**src/rtl/dp_task_dispatch_if.sv**
```systemverilog
// Load-side and RS-side signal bundle of the dispatch stage.
// master: the dispatch stage; slave: the load source / RS side driving it.
interface dp_task_dispatch_if #(
  parameter int unsigned PACKET_W = 32,
  parameter int unsigned ITER_W   = 2
);
  logic                task_in_valid;
  logic [PACKET_W-1:0] task_in_packet;
  logic                task_in_ready;
  logic                RS_full;
  logic [PACKET_W:0]   DP_task2RS_out;
  logic [ITER_W-1:0]   replay_Iter;

  modport master (
    input  task_in_valid, task_in_packet, RS_full,
    output task_in_ready, DP_task2RS_out, replay_Iter
  );

  modport slave (
    output task_in_valid, task_in_packet, RS_full,
    input  task_in_ready, DP_task2RS_out, replay_Iter
  );
endinterface

```
**src/rtl/dp_task_dispatch.sv**
```systemverilog
// Buffers edge-task packets, then replays them into the RS once per iteration, filtered by mask bits [9:7].
// Optional stall counter on stall_cycles when DP_STALL_CNT_EN is defined.
module dp_task_dispatch #(
  parameter int unsigned PACKET_W = 32,
  parameter int unsigned DEPTH    = 16,
  parameter int unsigned NUM_PE   = 4,
  parameter int unsigned ITER_W   = 2
) (
  input  logic               clk,
  input  logic               reset,
  dp_task_dispatch_if.master bus,
  input  logic               start,
  input  logic [ITER_W-1:0]  num_iter,
  input  logic [NUM_PE-1:0]  pe_done,
  output logic               busy,
  output logic               done,
  output logic               err_underflow
`ifdef DP_STALL_CNT_EN
  ,
  output logic [31:0]        stall_cycles
`endif
);

  localparam int unsigned CNT_W    = $clog2(DEPTH + 1);
  localparam int unsigned PTR_W    = (DEPTH > 1) ? $clog2(DEPTH) : 1;
  localparam int unsigned PE_W     = $clog2(NUM_PE + 1);
  localparam int unsigned SUM_W    = ((CNT_W > PE_W) ? CNT_W : PE_W) + 1;
  localparam int unsigned MASK_LSB = 7;
  localparam int unsigned MASK_W   = 3;

  typedef enum logic [1:0] {S_IDLE, S_SCAN, S_WAIT} state_t;

  state_t              state_q, state_d;
  logic [PACKET_W-1:0] buf_q [DEPTH];
  logic [CNT_W-1:0]    count_q, count_d, count_ld;
  logic [PTR_W-1:0]    ptr_q, ptr_d;
  logic [ITER_W-1:0]   iter_q, iter_d, niter_q, niter_d;
  logic [CNT_W-1:0]    outst_q, outst_d;
  logic [PACKET_W:0]   out_q, out_d;
  logic                ready_q, busy_q, done_q, done_d, err_q, err_d;
  logic                load, hit, issue;
  logic [PACKET_W-1:0] cur_pkt;
  logic [MASK_W-1:0]   cur_mask;
  logic [SUM_W-1:0]    pe_cnt, sum;

  // State register
  always_ff @(posedge clk) begin
    if (reset) state_q <= S_IDLE;
    else       state_q <= state_d;
  end

  // Next-state, buffer walk and outstanding-task accounting
  always_comb begin
    state_d  = state_q;
    count_d  = count_q;
    ptr_d    = ptr_q;
    iter_d   = iter_q;
    niter_d  = niter_q;
    out_d    = '0;
    done_d   = 1'b0;
    err_d    = err_q;
    outst_d  = outst_q;
    load     = 1'b0;
    count_ld = count_q;
    cur_pkt  = buf_q[ptr_q];
    cur_mask = cur_pkt[MASK_LSB +: MASK_W];
    hit      = (state_q == S_SCAN) && cur_mask[iter_q];
    issue    = hit && !bus.RS_full;
    pe_cnt   = SUM_W'($countones(pe_done));
    sum      = SUM_W'(outst_q) + SUM_W'(issue);

    // Issue and completions land in the same cycle; never go below zero
    if (pe_cnt > sum) begin
      outst_d = '0;
      err_d   = 1'b1;
    end else begin
      outst_d = CNT_W'(sum - pe_cnt);
    end

    case (state_q)
      S_IDLE: begin
        load     = bus.task_in_valid && ready_q;
        count_ld = count_q + CNT_W'(load);
        count_d  = count_ld;
        // A load in the start cycle is part of the run
        if (start) begin
          if (num_iter == '0 || count_ld == '0) begin
            done_d = 1'b1;
          end else begin
            niter_d = num_iter;
            iter_d  = '0;
            ptr_d   = '0;
            state_d = S_SCAN;
          end
        end
      end
      S_SCAN: begin
        if (issue) out_d = {1'b1, cur_pkt};
        if (!(hit && bus.RS_full)) begin
          if (CNT_W'(ptr_q) == count_q - CNT_W'(1)) state_d = S_WAIT;
          else                                      ptr_d   = ptr_q + PTR_W'(1);
        end
      end
      S_WAIT: begin
        if (outst_d == '0) begin
          if (iter_q == niter_q - ITER_W'(1)) begin
            done_d  = 1'b1;
            count_d = '0;
            state_d = S_IDLE;
          end else begin
            iter_d  = iter_q + ITER_W'(1);
            ptr_d   = '0;
            state_d = S_SCAN;
          end
        end
      end
      default: state_d = S_IDLE;
    endcase
  end

  always_ff @(posedge clk) begin
    if (reset) begin
      count_q <= '0;
      ptr_q   <= '0;
      iter_q  <= '0;
      niter_q <= '0;
      outst_q <= '0;
      out_q   <= '0;
      ready_q <= 1'b1;
      busy_q  <= 1'b0;
      done_q  <= 1'b0;
      err_q   <= 1'b0;
    end else begin
      count_q <= count_d;
      ptr_q   <= ptr_d;
      iter_q  <= iter_d;
      niter_q <= niter_d;
      outst_q <= outst_d;
      out_q   <= out_d;
      ready_q <= (state_d == S_IDLE) && (count_d < CNT_W'(DEPTH));
      busy_q  <= (state_d != S_IDLE);
      done_q  <= done_d;
      err_q   <= err_d;
    end
  end

  // Buffer contents are never reset; count alone defines what is valid
  always_ff @(posedge clk) begin
    if (load && !reset) buf_q[count_q[PTR_W-1:0]] <= bus.task_in_packet;
  end

`ifdef DP_STALL_CNT_EN
  logic        stall;
  logic [31:0] stall_q;

  assign stall = hit && bus.RS_full;

  always_ff @(posedge clk) begin
    if (reset)      stall_q <= '0;
    else if (stall) stall_q <= stall_q + 32'd1;
  end

  assign stall_cycles = stall_q;
`endif

  assign bus.task_in_ready  = ready_q;
  assign bus.DP_task2RS_out = out_q;
  assign bus.replay_Iter    = iter_q;
  assign busy               = busy_q;
  assign done               = done_q;
  assign err_underflow      = err_q;

endmodule
```
**src/flat_wrapper.sv**
```systemverilog
// flat-port wrapper written by rule: the top's interface ports become plain ports
module dp_task_dispatch_flat 
#(
  parameter int unsigned PACKET_W = 32,
  parameter int unsigned DEPTH    = 16,
  parameter int unsigned NUM_PE   = 4,
  parameter int unsigned ITER_W   = 2
)
  (clk, reset, start, num_iter, pe_done, busy, done, err_underflow, bus_task_in_valid, bus_task_in_packet, bus_RS_full, bus_task_in_ready, bus_DP_task2RS_out, bus_replay_Iter);
  dp_task_dispatch_if #(.PACKET_W(PACKET_W), .ITER_W(ITER_W)) bus_i ();
  input  logic clk;
  input  logic reset;
  input  logic start;
  input  logic [ITER_W-1:0] num_iter;
  input  logic [NUM_PE-1:0] pe_done;
  output logic busy;
  output logic done;
  output logic err_underflow;
  input wire logic [$bits(bus_i.task_in_valid)-1:0] bus_task_in_valid;
  input wire logic [$bits(bus_i.task_in_packet)-1:0] bus_task_in_packet;
  input wire logic [$bits(bus_i.RS_full)-1:0] bus_RS_full;
  output wire logic [$bits(bus_i.task_in_ready)-1:0] bus_task_in_ready;
  output wire logic [$bits(bus_i.DP_task2RS_out)-1:0] bus_DP_task2RS_out;
  output wire logic [$bits(bus_i.replay_Iter)-1:0] bus_replay_Iter;
  assign bus_i.task_in_valid = bus_task_in_valid;
  assign bus_i.task_in_packet = bus_task_in_packet;
  assign bus_i.RS_full = bus_RS_full;
  assign bus_task_in_ready = bus_i.task_in_ready;
  assign bus_DP_task2RS_out = bus_i.DP_task2RS_out;
  assign bus_replay_Iter = bus_i.replay_Iter;
  dp_task_dispatch #(.PACKET_W(PACKET_W), .DEPTH(DEPTH), .NUM_PE(NUM_PE), .ITER_W(ITER_W)) u_core (.clk(clk), .reset(reset), .bus(bus_i), .start(start), .num_iter(num_iter), .pe_done(pe_done), .busy(busy), .done(done), .err_underflow(err_underflow));
endmodule
```
**config.mk**
```make
export PLATFORM = sky130hd
export DESIGN_NAME = dp_task_dispatch_flat
export DESIGN_NICKNAME = d
export VERILOG_FILES = /design/src/rtl/dp_task_dispatch_if.sv /design/src/rtl/dp_task_dispatch.sv /design/src/flat_wrapper.sv
export SDC_FILE = /design/constraint.sdc
export NUM_CORES = 1
export LEC_CHECK = 0
export ABC_AREA = 1
export CORE_MARGIN = 1.5
export CORE_UTILIZATION = 65
export CTS_BUF_LIST = sky130_fd_sc_hd__clkbuf_4 sky130_fd_sc_hd__clkbuf_8
export CTS_CLUSTER_SIZE = 30
export DETAILED_ROUTE_END_ITERATION = 10
export PLACE_DENSITY = 0.89
export SETUP_SLACK_MARGIN = 0.15
export SYNTH_ARGS = -nofsm -noshare
export SYNTH_HDL_FRONTEND = slang
export SYNTH_SLANG_ARGS = --single-unit
```
**constraint.sdc**
```tcl
create_clock -name clk -period 8.1 [get_ports clk]
set_input_delay 0.81 -clock clk [delete_from_list [all_inputs] [get_ports clk]]
set_output_delay 0.81 -clock clk [all_outputs]
set_load 0.005 [all_outputs]
```
After elaboration in Yosys (flattened, before gate mapping)
Memories as Yosys holds them, arrays and structs flattened. A register that Yosys moved wholly into a read port is not among the register bits.
Cells that the tools add are included.
{"block": "word_totals", "regBits": 57, "latchBits": 0, "ramBits": 512, "romBits": 0, "output_inout_bits": 39, "elab_cells": 97, "memories": 1}
{"block": "classes", "add_sub_neg": 10, "n_mul": 0, "div": 0, "order_cmp": 3, "eq_ne": 10, "shifts": 0, "muxes": 36, "bitwise": 3, "reduce_logical": 22}
{"name": "u_core.buf_q", "depth": 16, "word_bits": 32, "read_ports": 1, "rd_ports_with_merged_regs": 1, "wr": 1, "line": "dp_task_dispatch.sv:34", "rtl": "logic [PACKET_W-1:0] buf_q [DEPTH];"}
{"op": "2-to-1 mux 33 bit", "n": 1}
{"op": "2-to-1 mux 4 bit", "n": 8}
{"op": "2-to-1 mux 2 bit", "n": 9}
{"op": "2-to-1 mux 5 bit", "n": 3}
{"op": "one-hot mux 4 bit (3 select lines)", "n": 1}
{"op": "zero test 5 bit", "n": 2}
{"op": "inequality test 2 bit, second input constant", "n": 5}
{"op": "one-hot mux 5 bit (2 select lines)", "n": 1}
{"op": "2-to-1 mux 1 bit", "n": 9}
{"op": "AND reduction 7 bit", "n": 1}
{"op": "adder 5 x 1 -> 6 bit", "n": 1}
{"op": "> comparator 6 bit", "n": 1}
{"op": "logical AND 1 bit", "n": 6}
{"op": "zero test 2 bit", "n": 3}
{"op": "one-hot mux 2 bit (3 select lines)", "n": 1}
{"op": "adder 5 x 1 -> 5 bit", "n": 1}
{"op": "equality test 4 x 5 -> 1 bit", "n": 1}
{"op": "< comparator 5 bit, second input constant", "n": 1}
{"op": "AND reduction 5 bit", "n": 1}
{"op": "subtractor 5 x 1 -> 5 bit, second input constant", "n": 1}
{"op": "subtractor 5 bit", "n": 1}
{"op": "adder 1 x 1 -> 2 bit", "n": 2}
{"op": "adder 4 x 1 -> 4 bit, second input constant", "n": 1}
{"op": "one-hot mux 2 bit (2 select lines)", "n": 1}
{"op": "18 further kinds", "n": 22}

Longest topological paths before layout
Gate-level depths: netlist (run 1).
{"block": "logic_depth", "depth_word": 12, "mapped_depth": 31, "mapped_depth_nobuf": 29}

Least setup slack after synthesis (run 1)
OpenSTA, ideal clock, no wires.
{"block": "synth_path", "path_type": "reg-to-reg", "start": "register (tool-made name)", "end": "register (tool-made name)", "setup_ps": 136, "t_arrival_ps": 3281, "required_time_ps": 7964, "slack_ps": 4682, "path_stages_with_launch": 30, "n_path_buf": 2, "path_cell_list": "dfxtp_1 > buf_6 > inv_2 > buf_4 > o21ai_0 > nand3_1 > nand3_1 > nand2_1 > nand2_1 > nand3_2 > nand2_1 > nor2_4 > ha_1 > ha_1 > nand2_1 > inv_1 > nor2_1 > ha_1 > nand2_1 > nor2_1 > a21oi_1 > nand3_2 > nand3_1 > nand2_1 > nor2_2 > nand2_1 > nand2_1 > nand2_1 > nand2_1 > a21oi_1"}

==> qor.csv, run 1 <==
stage,metric,value,unit
timing,Worst Max-Slew Pin Slew,1170,ps
critical_path,critical path type,flop to flop,
placement,dpl ws,2960,ps
die,starting density of the core,66.4,%
power_and_ir_drop,share of power burned in registers,49.0,%
timing,RSZ-0062 raised after global routing,no,
clock_tree,post-cts gate resize count,0,
clock_tree,clock latency on the worst-skew pair,640,ps
clock_tree,Num CTS Buffers,86,
synthesis,main area contributors after synthesis,"edfxtp_1, dfxtp_1, o21ai_0",
hold_path,Hold Crit Endpoint,u_core.err_underflow,
clock_tree,H-tree levels,3,
layout,Syn-to-layout area delta,13.5,%
detailed_routing,via count,15300,
timing,Slew headroom,21.8,%
critical_path,Worst Path Max Fanout,33,
synthesis,largest area contributor in the netlist,edfxtp_1,
critical_path,r2r worst-path depth,26,
layout,antenna diode count,0,
die,CORE AREA,0.0338,mm²
power_and_ir_drop,P_int,4.97,mW
synthesis,commonest cells in the netlist,"edfxtp_1, nor2_1, o21ai_0, nand2_1, o221ai_1",
timing,Final setup viols,0,
clock_tree,"Hold-fix buffers, CTS",0,
timing,Final Worst Setup Slack,2810,ps
synthesis,"Seq/Total Area, Yosys",74.0,%
critical_path,Worst Path Arrival,5760,ps
critical_path,Worst Path Required,8560,ps
job,Max Cap Violations,0,
clock_tree,root buffer cell,clkbuf_8,
synthesis,cell area after synthesis,0.0224,mm²
detailed_routing,TritonRoute pass-1 iters,6,
power_and_ir_drop,worst ir drop on vdd,0.210,mV
timing,final hold viol count,0,
power_and_ir_drop,clock share of power,36.3,%
detailed_routing,drt first-iter violations,2482,
hold_path,hold path startpoint,u_core.err_underflow,
timing,final period utilization,65.3,%
synthesis,Synth Net Count,1790,
timing,fmax,189,MHz
detailed_routing,antenna violation net count after detailed routing,0,
clock_tree,Post-CTS Setup Repair Bufs,0,
power_and_ir_drop,Switching Power,1.86,mW
die,Core Rows,67,
die,IO Pins,82,
placement,Port Buf Inserts,81,
synthesis,Synth Instances,1727,
synthesis,count of cell types in the netlist,35,
timing,Tmin final,5290,ps
synthesis,share of the synthesized area in the top cell type,68.6,%
power_and_ir_drop,sw frac,27.2,%
timing,Final TNS setup,0,ps
synthesis,Seq cells post-synth,573,
synthesis,most frequent cell after synthesis,edfxtp_1,
synthesis,Post-synth ARST share,0,%
die,Die ar.,0.0356,mm²
timing,setup skew after layout,36.4,ps
synthesis,number of flops mapped to enable cells by yosys,512,
critical_path,CP endpoint kind,flop,
clock_tree,"CTS clk-pin slew, worst paths",60,ps
power_and_ir_drop,P per Cell Area,268,mW/mm²
hold_path,Hold Path Stages,2,
critical_path,"reg-to-reg slack, setup",2810,ps
detailed_routing,detailed-route wire length per cell,23.5,µm
critical_path,Worst path slowest cell,dfxtp_2,
critical_path,crit-path most repeated cell,nand2_1,
timing,Hold Slack,455,ps
layout,layout cells sized above 1,11.0,%
synthesis,ys flop type,edfxtp_1,
detailed_routing,WL final,54700,µm
layout,nets,1873,
layout,fin util,75.4,%
placement,RePlAce Congestion,0.873,
power_and_ir_drop,Logic pwr share,14.8,%
global_routing,Overall Global Routing Usage,30.7,%
die,Horiz. Die Dim,189,µm
critical_path,Slowest Stage Delay on Critical Path,1030,ps
clock_tree,TritonCTS clock tree,yes,
clock_tree,CTS Buffer Depth,3,
status,status,completed,
clock_tree,Clock Sinks,573,
global_routing,largest net degree at the start of global routing,145,
synthesis,Yosys warnings,0,
timing,fin. max-slew vios,0,
synthesis,synthesized area per cell,13.0,µm²
global_routing,vias in the first global route,15000,
global_routing,total grt overflow,0,
power_and_ir_drop,LEAKAGE,8.58,nW
global_routing,initial antenna violation count,0,
detailed_routing,DRC,0,
hold_path,worst hold path type,flop to flop,
detailed_routing,vias per cell,6.56,
critical_path,startpoint types,flop,
global_routing,first-pass GRT wire length,82700,µm
die,chip height,189,µm
placement,post-DP HPWL,26200,µm
-- worst max-delay path by stage --
stage                            endpoint  slack, ps
after global placement               flop       3200
final                                flop       2810
after CTS                 u_core.ptr_q[2]       2910
after floorplan                      flop       4680
after detailed placement             flop       2960
after global routing      u_core.ptr_q[1]       2450
-- placed cells by master (no fill, tap or decap), types with 14 or more instances in the layout --
master,count
nand3_1,86
clkinv_1,14
o22ai_1,25
a21oi_1,53
nor2_1,265
edfxtp_1,512
dfxtp_1,57
clkbuf_4,28
o21ai_0,241
clkdlybuf4s50_1,81
clkinv_2,14
inv_1,66
buf_4,25
o211ai_1,26
clkbuf_8,98
nor2_4,17
o221ai_1,91
ha_1,18
nand2_1,118
-- routing by layer --
metal  part of all wire (%)  track usage, %
met4                    4.2            15.3
met2                     48            49.5
met5                      0               0
met3                     12            6.30
met1                     36            40.2
-- worst max-delay path: cells and delay by family, from the launching register on --
kind / cells / cell delay, ps
DFF: 1 / 1030
AOI/OAI and AO/OA: 2 / 220
adders and majority gates: 3 / 780
buffers and inverters: 3 / 1030
and+or+nand+nor: 18 / 2040
-- metrics by stage --
step	area [µm²]	instances	power [mW]
after floorplan	22400	1727	4.11
after global placement	23600	2170	4.32
after detailed placement	23600	2170	4.38
after CTS	25500	2331	6.82
after global routing	25500	2331	7.07
final	25500	2331	6.83
-- final cells by class --
type / count / area, µm²
Sequential cell: 573 / 16600
Fill cell: 1839 / 8330
Multi-Input combinational cell: 974 / 5200
Clock buffer: 126 / 1560
Timing Repair Buffer: 106 / 998
Tap cell: 448 / 561
Clock inverter: 35 / 268
Inverter: 69 / 264
-- kinds of logic after synthesis --
logic type / after synthesis / synth area share [%]
xor gates and xnor gates: 13 / 0.541
adders and majority gates: 20 / 1.18
DFF: 573 / 74.0
buffers and inverters: 180 / 3.35
and+or+nand+nor: 501 / 9.12
AOI/OAI and AO/OA: 440 / 11.8
-- sequential cells by signal, indices dropped and copies added (netlist names), named ones only --
name	flops
u_core.buf_q	512
u_core.bus.DP_task2RS_out	33
u_core.count_q	5
u_core.outst_q	5
u_core.ptr_q	4
u_core.bus.replay_Iter	2
u_core.niter_q	2
u_core.state_q	2
u_core.bus.task_in_ready	1
u_core.busy	1
u_core.done	1
u_core.err_underflow	1
-- power groups by stage --
stage | Clock (mW) | Combinational [mW] | Sequential (mW)
floorplan | 0 | 0.728 | 3.38
global placement | 0 | 0.917 | 3.40
detailed placement | 0 | 0.973 | 3.41
CTS | 2.48 | 0.992 | 3.34
global route | 2.61 | 1.11 | 3.35
finish | 2.48 | 1.01 | 3.34
Power figures use the tool's default switching activity.
==> run 2, diff against run 1 <==
--- a/config.mk
+++ b/config.mk
@@ -7,11 +7,11 @@
 export LEC_CHECK = 0
 export ABC_AREA = 1
 export CORE_MARGIN = 1.5
-export CORE_UTILIZATION = 65
+export CORE_UTILIZATION = 57
 export CTS_BUF_LIST = sky130_fd_sc_hd__clkbuf_4 sky130_fd_sc_hd__clkbuf_8
 export CTS_CLUSTER_SIZE = 30
 export DETAILED_ROUTE_END_ITERATION = 10
-export PLACE_DENSITY = 0.89
+export PLACE_DENSITY = 0.83
 export SETUP_SLACK_MARGIN = 0.15
 export SYNTH_ARGS = -nofsm -noshare
 export SYNTH_HDL_FRONTEND = slang
==> constraint.sdc (replaced) <==
create_clock -name clk -period 4.6 [get_ports clk]
set_input_delay 0.46 -clock clk [delete_from_list [all_inputs] [get_ports clk]]
set_output_delay 0.46 -clock clk [all_outputs]
set_load 0.005 [all_outputs]
==> qor.csv, run 2 (synthesized netlist as in run 1, its figures left out) <==
stage,metric,value,unit,change
global_routing,largest net degree at the start of global routing,121,,-17%
status,status,completed,,
layout,nets,1889,,+0.85%
layout,max reg flops,512,,unchanged
layout,"non-filler cells, final",2417,,+3.7%
detailed_routing,detailed-route wire length per cell,22.5,µm,-4.1%
global_routing,Overall Global Routing Usage,26.6,%,-4.2 points
detailed_routing,vias per cell,6.20,,-5.5%
clock_tree,Clock Sinks,573,,unchanged
job,Max Cap Violations,0,,unchanged
detailed_routing,antenna violation net count after detailed routing,0,,unchanged
global_routing,vias in the first global route,15000,,-0.66%
placement,RePlAce Congestion,0.830,,-4.9%
timing,Tmin final,4100,ps,-1190 ps
clock_tree,root buffer cell,clkbuf_8,,
timing,Final setup viols,0,,unchanged
timing,Worst Max-Slew Pin Slew,1210,ps,+36.3 ps
critical_path,r2r worst-path depth,28,,+7.7%
critical_path,Slowest Stage Delay on Critical Path,470,ps,-560 ps
timing,RSZ-0062 raised after global routing,no,,
layout,layout cells sized above 1,11.9,%,+0.86 points
clock_tree,H-tree levels,3,,unchanged
clock_tree,TritonCTS clock tree,yes,,
placement,placed instance count,2249,,+3.6%
placement,DP Area,0.0239,mm²,+1.2%
timing,setup skew after layout,23.0,ps,-13.4 ps
critical_path,crit-path most repeated cell,nand2_1,,
clock_tree,"CTS clk-pin slew, worst paths",60,ps,about the same
hold_path,hold path startpoint,num_iter[1],,
die,Die ar.,0.0405,mm²,+14%
layout,fill count,2600,,+41%
layout,Syn-to-layout area delta,15.2,%,
critical_path,Worst path slowest cell,dfxtp_4,,
detailed_routing,DRC,0,,unchanged
hold_path,Hold Path Stages,3,,+1
die,IO Pins,82,,unchanged
layout,post-route cell area,0.0258,mm²,+1.5%
timing,fin. max-slew vios,0,,unchanged
clock_tree,Num CTS Buffers,88,,+2.3%
global_routing,first-pass GRT wire length,82300,µm,-0.48%
timing,final period utilization,89.2,%,+24 points
detailed_routing,WL final,54400,µm,-0.55%
global_routing,total grt overflow,0,,unchanged
power_and_ir_drop,total power,12.0,mW,+76%
critical_path,"reg-to-reg slack, setup",500,ps,-2310 ps
placement,Port Buf Inserts,81,,unchanged
die,starting density of the core,57.9,%,-8.5 points
timing,Slew headroom,19.4,%,-2.4 points
detailed_routing,via count,15000,,-2.1%
critical_path,startpoint types,flop,,
power_and_ir_drop,worst ir drop on vdd,0.312,mV,+49%
layout,"commonest cells after routing, fill and taps aside","edfxtp_1, nor2_1, o21ai_0, nand2_1, clkbuf_8",,
critical_path,CP endpoint kind,flop,,
hold_path,worst hold path type,primary input to flop,,
global_routing,initial antenna violation count,2,,+2
timing,final hold viol count,0,,unchanged
placement,post-DP HPWL,28300,µm,+8.1%
clock_tree,clock latency on the worst-skew pair,630,ps,about the same
critical_path,Worst Path Required,5100,ps,-3460 ps
timing,fmax,244,MHz,+29%
power_and_ir_drop,LEAKAGE,8.69,nW,+1.2%
critical_path,Worst Path Arrival,4600,ps,-1160 ps
layout,"commonest non-fill, non-tap cell in the layout",edfxtp_1,,
detailed_routing,TritonRoute pass-1 iters,5,,-1
die,chip height,201,µm,+6.7%
critical_path,critical path type,flop to flop,,
power_and_ir_drop,P per Cell Area,466,mW/mm²,+74%
die,Core Rows,72,,+7.5%
clock_tree,CTS Buffer Depth,3,,unchanged
timing,Final TNS setup,0,ps,unchanged
detailed_routing,drt first-iter violations,1904,,-23%
die,CORE AREA,0.0387,mm²,+15%
critical_path,Worst Path Max Fanout,7,,-79%
die,Horiz. Die Dim,201,µm,+6.7%
## run 2: cell types whose count changed in the layout (fill, tap and decap cells not counted), sizes merged
cell,before,now
clkinv,28,23
clkbuf,126,133
buf,25,38
diode,0,1
clkinvlp,1,3
bufinv,4,2
## run 2: cell type report
class	count	area, µm²	area share [%]
repair inverters	1	11.3	0.0436
clock inverters	29	195	0.756
diodes	1	2.50	0.00969
inverters	69	288	1.11
repair buffers	119	1240	4.80
flip-flops and latches	573	16600	64.3
well taps	518	648	2.51
multi-input cells	974	5200	20.1
clock buffers	133	1640	6.33
## run 2: routing by layer
layer	GRT usage, %	vias up	routed length (µm)
met3	4.81	143	5530
met4	11.2	4	1750
met2	43.4	952	26200
met5	0	-	27
met1	35.3	7286	20800
li1	-	6592	-
## run 2: what timing repair did
item	in CTS	in global routing
setup endpoints to repair	0	17
hold endpoints to repair	0	0
buffers inserted	0	4
gates resized for setup	0	10
hold buffers	0	0
## run 2: worst paths after layout
check                                            end
worst max-delay path                            flop
worst min-delay path               u_core.niter_q[1]
worst max register to register                  flop
worst min register to register  u_core.err_underflow
## run 2: power by group
part	switching [mW]	leakage, nW	internal, mW
registers	0.0754	5.11	5.80
clock network	1.91	0.972	2.39
logic	1.27	2.61	0.593
total	3.26	8.69	8.78
## run 2: through the flow
stage               worst slack (ps)  util, %  hold WS [ps]
finish                           496     66.7           422
global route                     177     66.7           448
CTS                              363     66.5           409
detailed placement               404     61.7           446
global placement                 662     61.7           451
floorplan                       1180        -           439
## run 2: worst max-delay path, delay by kind of cell, from the launching register on
family,cells,cell delay (ps)
buffers and inverters,2,250
adder cells (fa/ha/maj),3,770
AO/OA/AOI/OAI,2,240
flip-flops,1,470
AND/OR/NAND/NOR,21,2240
==> run 3, diff against run 2 <==
--- a/config.mk
+++ b/config.mk
@@ -13,6 +13,7 @@
 export DETAILED_ROUTE_END_ITERATION = 10
 export PLACE_DENSITY = 0.83
 export SETUP_SLACK_MARGIN = 0.15
+export SLEW_MARGIN = 40
 export SYNTH_ARGS = -nofsm -noshare
 export SYNTH_HDL_FRONTEND = slang
 export SYNTH_SLANG_ARGS = --single-unit
==> qor.csv, run 3 (synthesized netlist as in run 1, its figures left out) <==
stage,metric,value,unit,change
status,status,completed,,
layout,Syn-to-layout area delta,15.6,%,
die,chip height,201,µm,unchanged
global_routing,first-pass GRT wire length,82800,µm,+0.67%
placement,placed instance count,2249,,unchanged
layout,fill count,2577,,-0.88%
power_and_ir_drop,worst ir drop on vdd,0.284,mV,-9.1%
clock_tree,"CTS clk-pin slew, worst paths",60,ps,about the same
clock_tree,CTS Buffer Depth,3,,unchanged
hold_path,Hold Path Stages,3,,unchanged
detailed_routing,drt first-iter violations,2077,,+9.1%
critical_path,"reg-to-reg slack, setup",470,ps,-20 ps
hold_path,hold path startpoint,num_iter[1],,
global_routing,vias in the first global route,15000,,+0.41%
detailed_routing,DRC,0,,unchanged
detailed_routing,via count,15100,,+0.58%
clock_tree,clock latency on the worst-skew pair,640,ps,about the same
global_routing,initial antenna violation count,3,,+1
clock_tree,H-tree levels,3,,unchanged
critical_path,Worst path slowest cell,dfxtp_4,,
die,Die ar.,0.0405,mm²,unchanged
layout,"commonest non-fill, non-tap cell in the layout",edfxtp_1,,
clock_tree,TritonCTS clock tree,yes,,
timing,RSZ-0062 raised after global routing,yes,,
detailed_routing,vias per cell,6.23,,+0.54%
placement,post-DP HPWL,28300,µm,about the same
timing,Final setup viols,0,,unchanged
detailed_routing,antenna violation net count after detailed routing,0,,unchanged
timing,fmax,242,MHz,-0.55%
global_routing,total grt overflow,0,,unchanged
timing,Slew headroom,45.5,%,+26 points
die,starting density of the core,57.9,%,unchanged
die,Core Rows,72,,unchanged
critical_path,crit-path most repeated cell,nand2_1,,
clock_tree,root buffer cell,clkbuf_8,,
hold_path,Hold Crit Endpoint,u_core.niter_q[1],,
timing,Hold Slack,447,ps,+25.7 ps
critical_path,Slowest Stage Delay on Critical Path,470,ps,about the same
global_routing,Overall Global Routing Usage,26.8,%,+0.22 points
critical_path,CP endpoint kind,flop,,
layout,multi-input logic area,0.00521,mm²,+0.14%
layout,layout cells sized above 1,12.0,%,+0.15 points
die,IO Pins,82,,unchanged
layout,nets,1889,,unchanged
critical_path,Worst Path Arrival,4630,ps,+30 ps
power_and_ir_drop,total power,12.2,mW,+1.5%
layout,"commonest cells after routing, fill and taps aside","edfxtp_1, nor2_1, o21ai_0, nand2_1, clkbuf_8",,
timing,fin. max-slew vios,0,,unchanged
critical_path,"CP delay by family, top",simple AND/OR/NAND/NOR gates,,
power_and_ir_drop,LEAKAGE,8.73,nW,+0.55%
clock_tree,"Hold-fix buffers, CTS",0,,unchanged
die,CORE AREA,0.0387,mm²,unchanged
detailed_routing,WL final,55000,µm,+1.2%
critical_path,CP Buf/Inv Count,2,,unchanged
critical_path,startpoint types,flop,,
die,Horiz. Die Dim,201,µm,unchanged
layout,max reg flops,512,,unchanged
detailed_routing,TritonRoute pass-1 iters,5,,unchanged
critical_path,r2r worst-path depth,28,,unchanged
critical_path,critical path type,flop to flop,,
critical_path,Worst Path Required,5100,ps,about the same
timing,Worst Max-Slew Pin Slew,817,ps,-391 ps
power_and_ir_drop,P per Cell Area,471,mW/mm²,+1.2%
timing,Final TNS setup,0,ps,unchanged
clock_tree,Num CTS Buffers,88,,unchanged
detailed_routing,detailed-route wire length per cell,22.7,µm,+1.1%
layout,Register Area,0.0166,mm²,unchanged
placement,Port Buf Inserts,81,,unchanged
global_routing,largest net degree at the start of global routing,121,,unchanged
hold_path,worst hold path type,primary input to flop,,
timing,Tmin final,4130,ps,+22.7 ps
job,Max Cap Violations,0,,unchanged
placement,RePlAce Congestion,0.830,,unchanged
timing,final period utilization,89.7,%,+0.49 points
timing,final hold viol count,0,,unchanged
layout,"non-filler cells, final",2418,,+0.041%
clock_tree,Clock Sinks,573,,unchanged
timing,setup skew after layout,19.6,ps,-3.37 ps
critical_path,Worst Path Max Fanout,7,,unchanged
==> run 3: cell types whose count changed in the layout (fill, tap and decap cells not counted), moves of 2 or more <==
cell,before,now
clkbuf_4,31,23
clkbuf_8,102,110
buf_4,25,23
bufinv_16,2,4
==> run 3: what timing repair did <==
item	in CTS	in global routing
endpoints found under the hold margin	0	0
gates resized for setup	0	12
buffers inserted	0	5
setup endpoints to repair	0	17
==> run 3: per-layer routing <==
layer | vias up | GRT usage, % | share of wire [%]
li1 | 6589 | - | -
met3 | 166 | 5.38 | 11
met5 | - | 0 | 0.11
met2 | 1012 | 43.6 | 48
met4 | 6 | 12.2 | 3.6
met1 | 7291 | 34.9 | 37
==> run 3: layout make-up <==
cell class	count	area share (%)
repair buffers	120	4.83
clock inverters	32	1.02
clock buffers	131	6.42
multi-input cells	974	20.1
well taps	518	2.50
inverters	69	1.07
flip-flops and latches	573	64.0
diodes	1	0.00965
==> run 3: where the power goes <==
| part | switching (mW) | internal, mW | total [mW] |
|---|---|---|---|
| sequential | 0.0748 | 5.80 | 5.87 |
| clock | 1.94 | 2.55 | 4.49 |
| combinational | 1.27 | 0.588 | 1.86 |
| total | 3.29 | 8.94 | 12.2 |
==> run 3: metrics by stage <==
step / setup WS [ps] / utilization (%) / area [µm²]
global placement: 662 / 61.7 / 23900
detailed placement: 294 / 61.8 / 23900
finish: 473 / 66.9 / 25900
global route: 124 / 66.9 / 25900
floorplan: 1180 / - / 22400
CTS: 277 / 66.7 / 25900
==> run 3: worst reg2reg max path: cells and delay by family, from the launching register on <==
family / cells / cell delay (ps)
fa+ha+maj: 3 / 810
flops: 1 / 470
buf+inv: 2 / 300
compound gates: 2 / 290
simple gates: 21 / 2160
==> run 3: worst max-delay path by stage <==
stage	endpoint	slack, ps	cells after the start
6_report	flop	470	28
5_1_grt	flop	120	28
4_1_cts	flop	280	29
3_5_place_dp	flop	290	28
3_3_place_gp	u_core.count_q[1]	660	26
2_1_floorplan	flop	1180	29
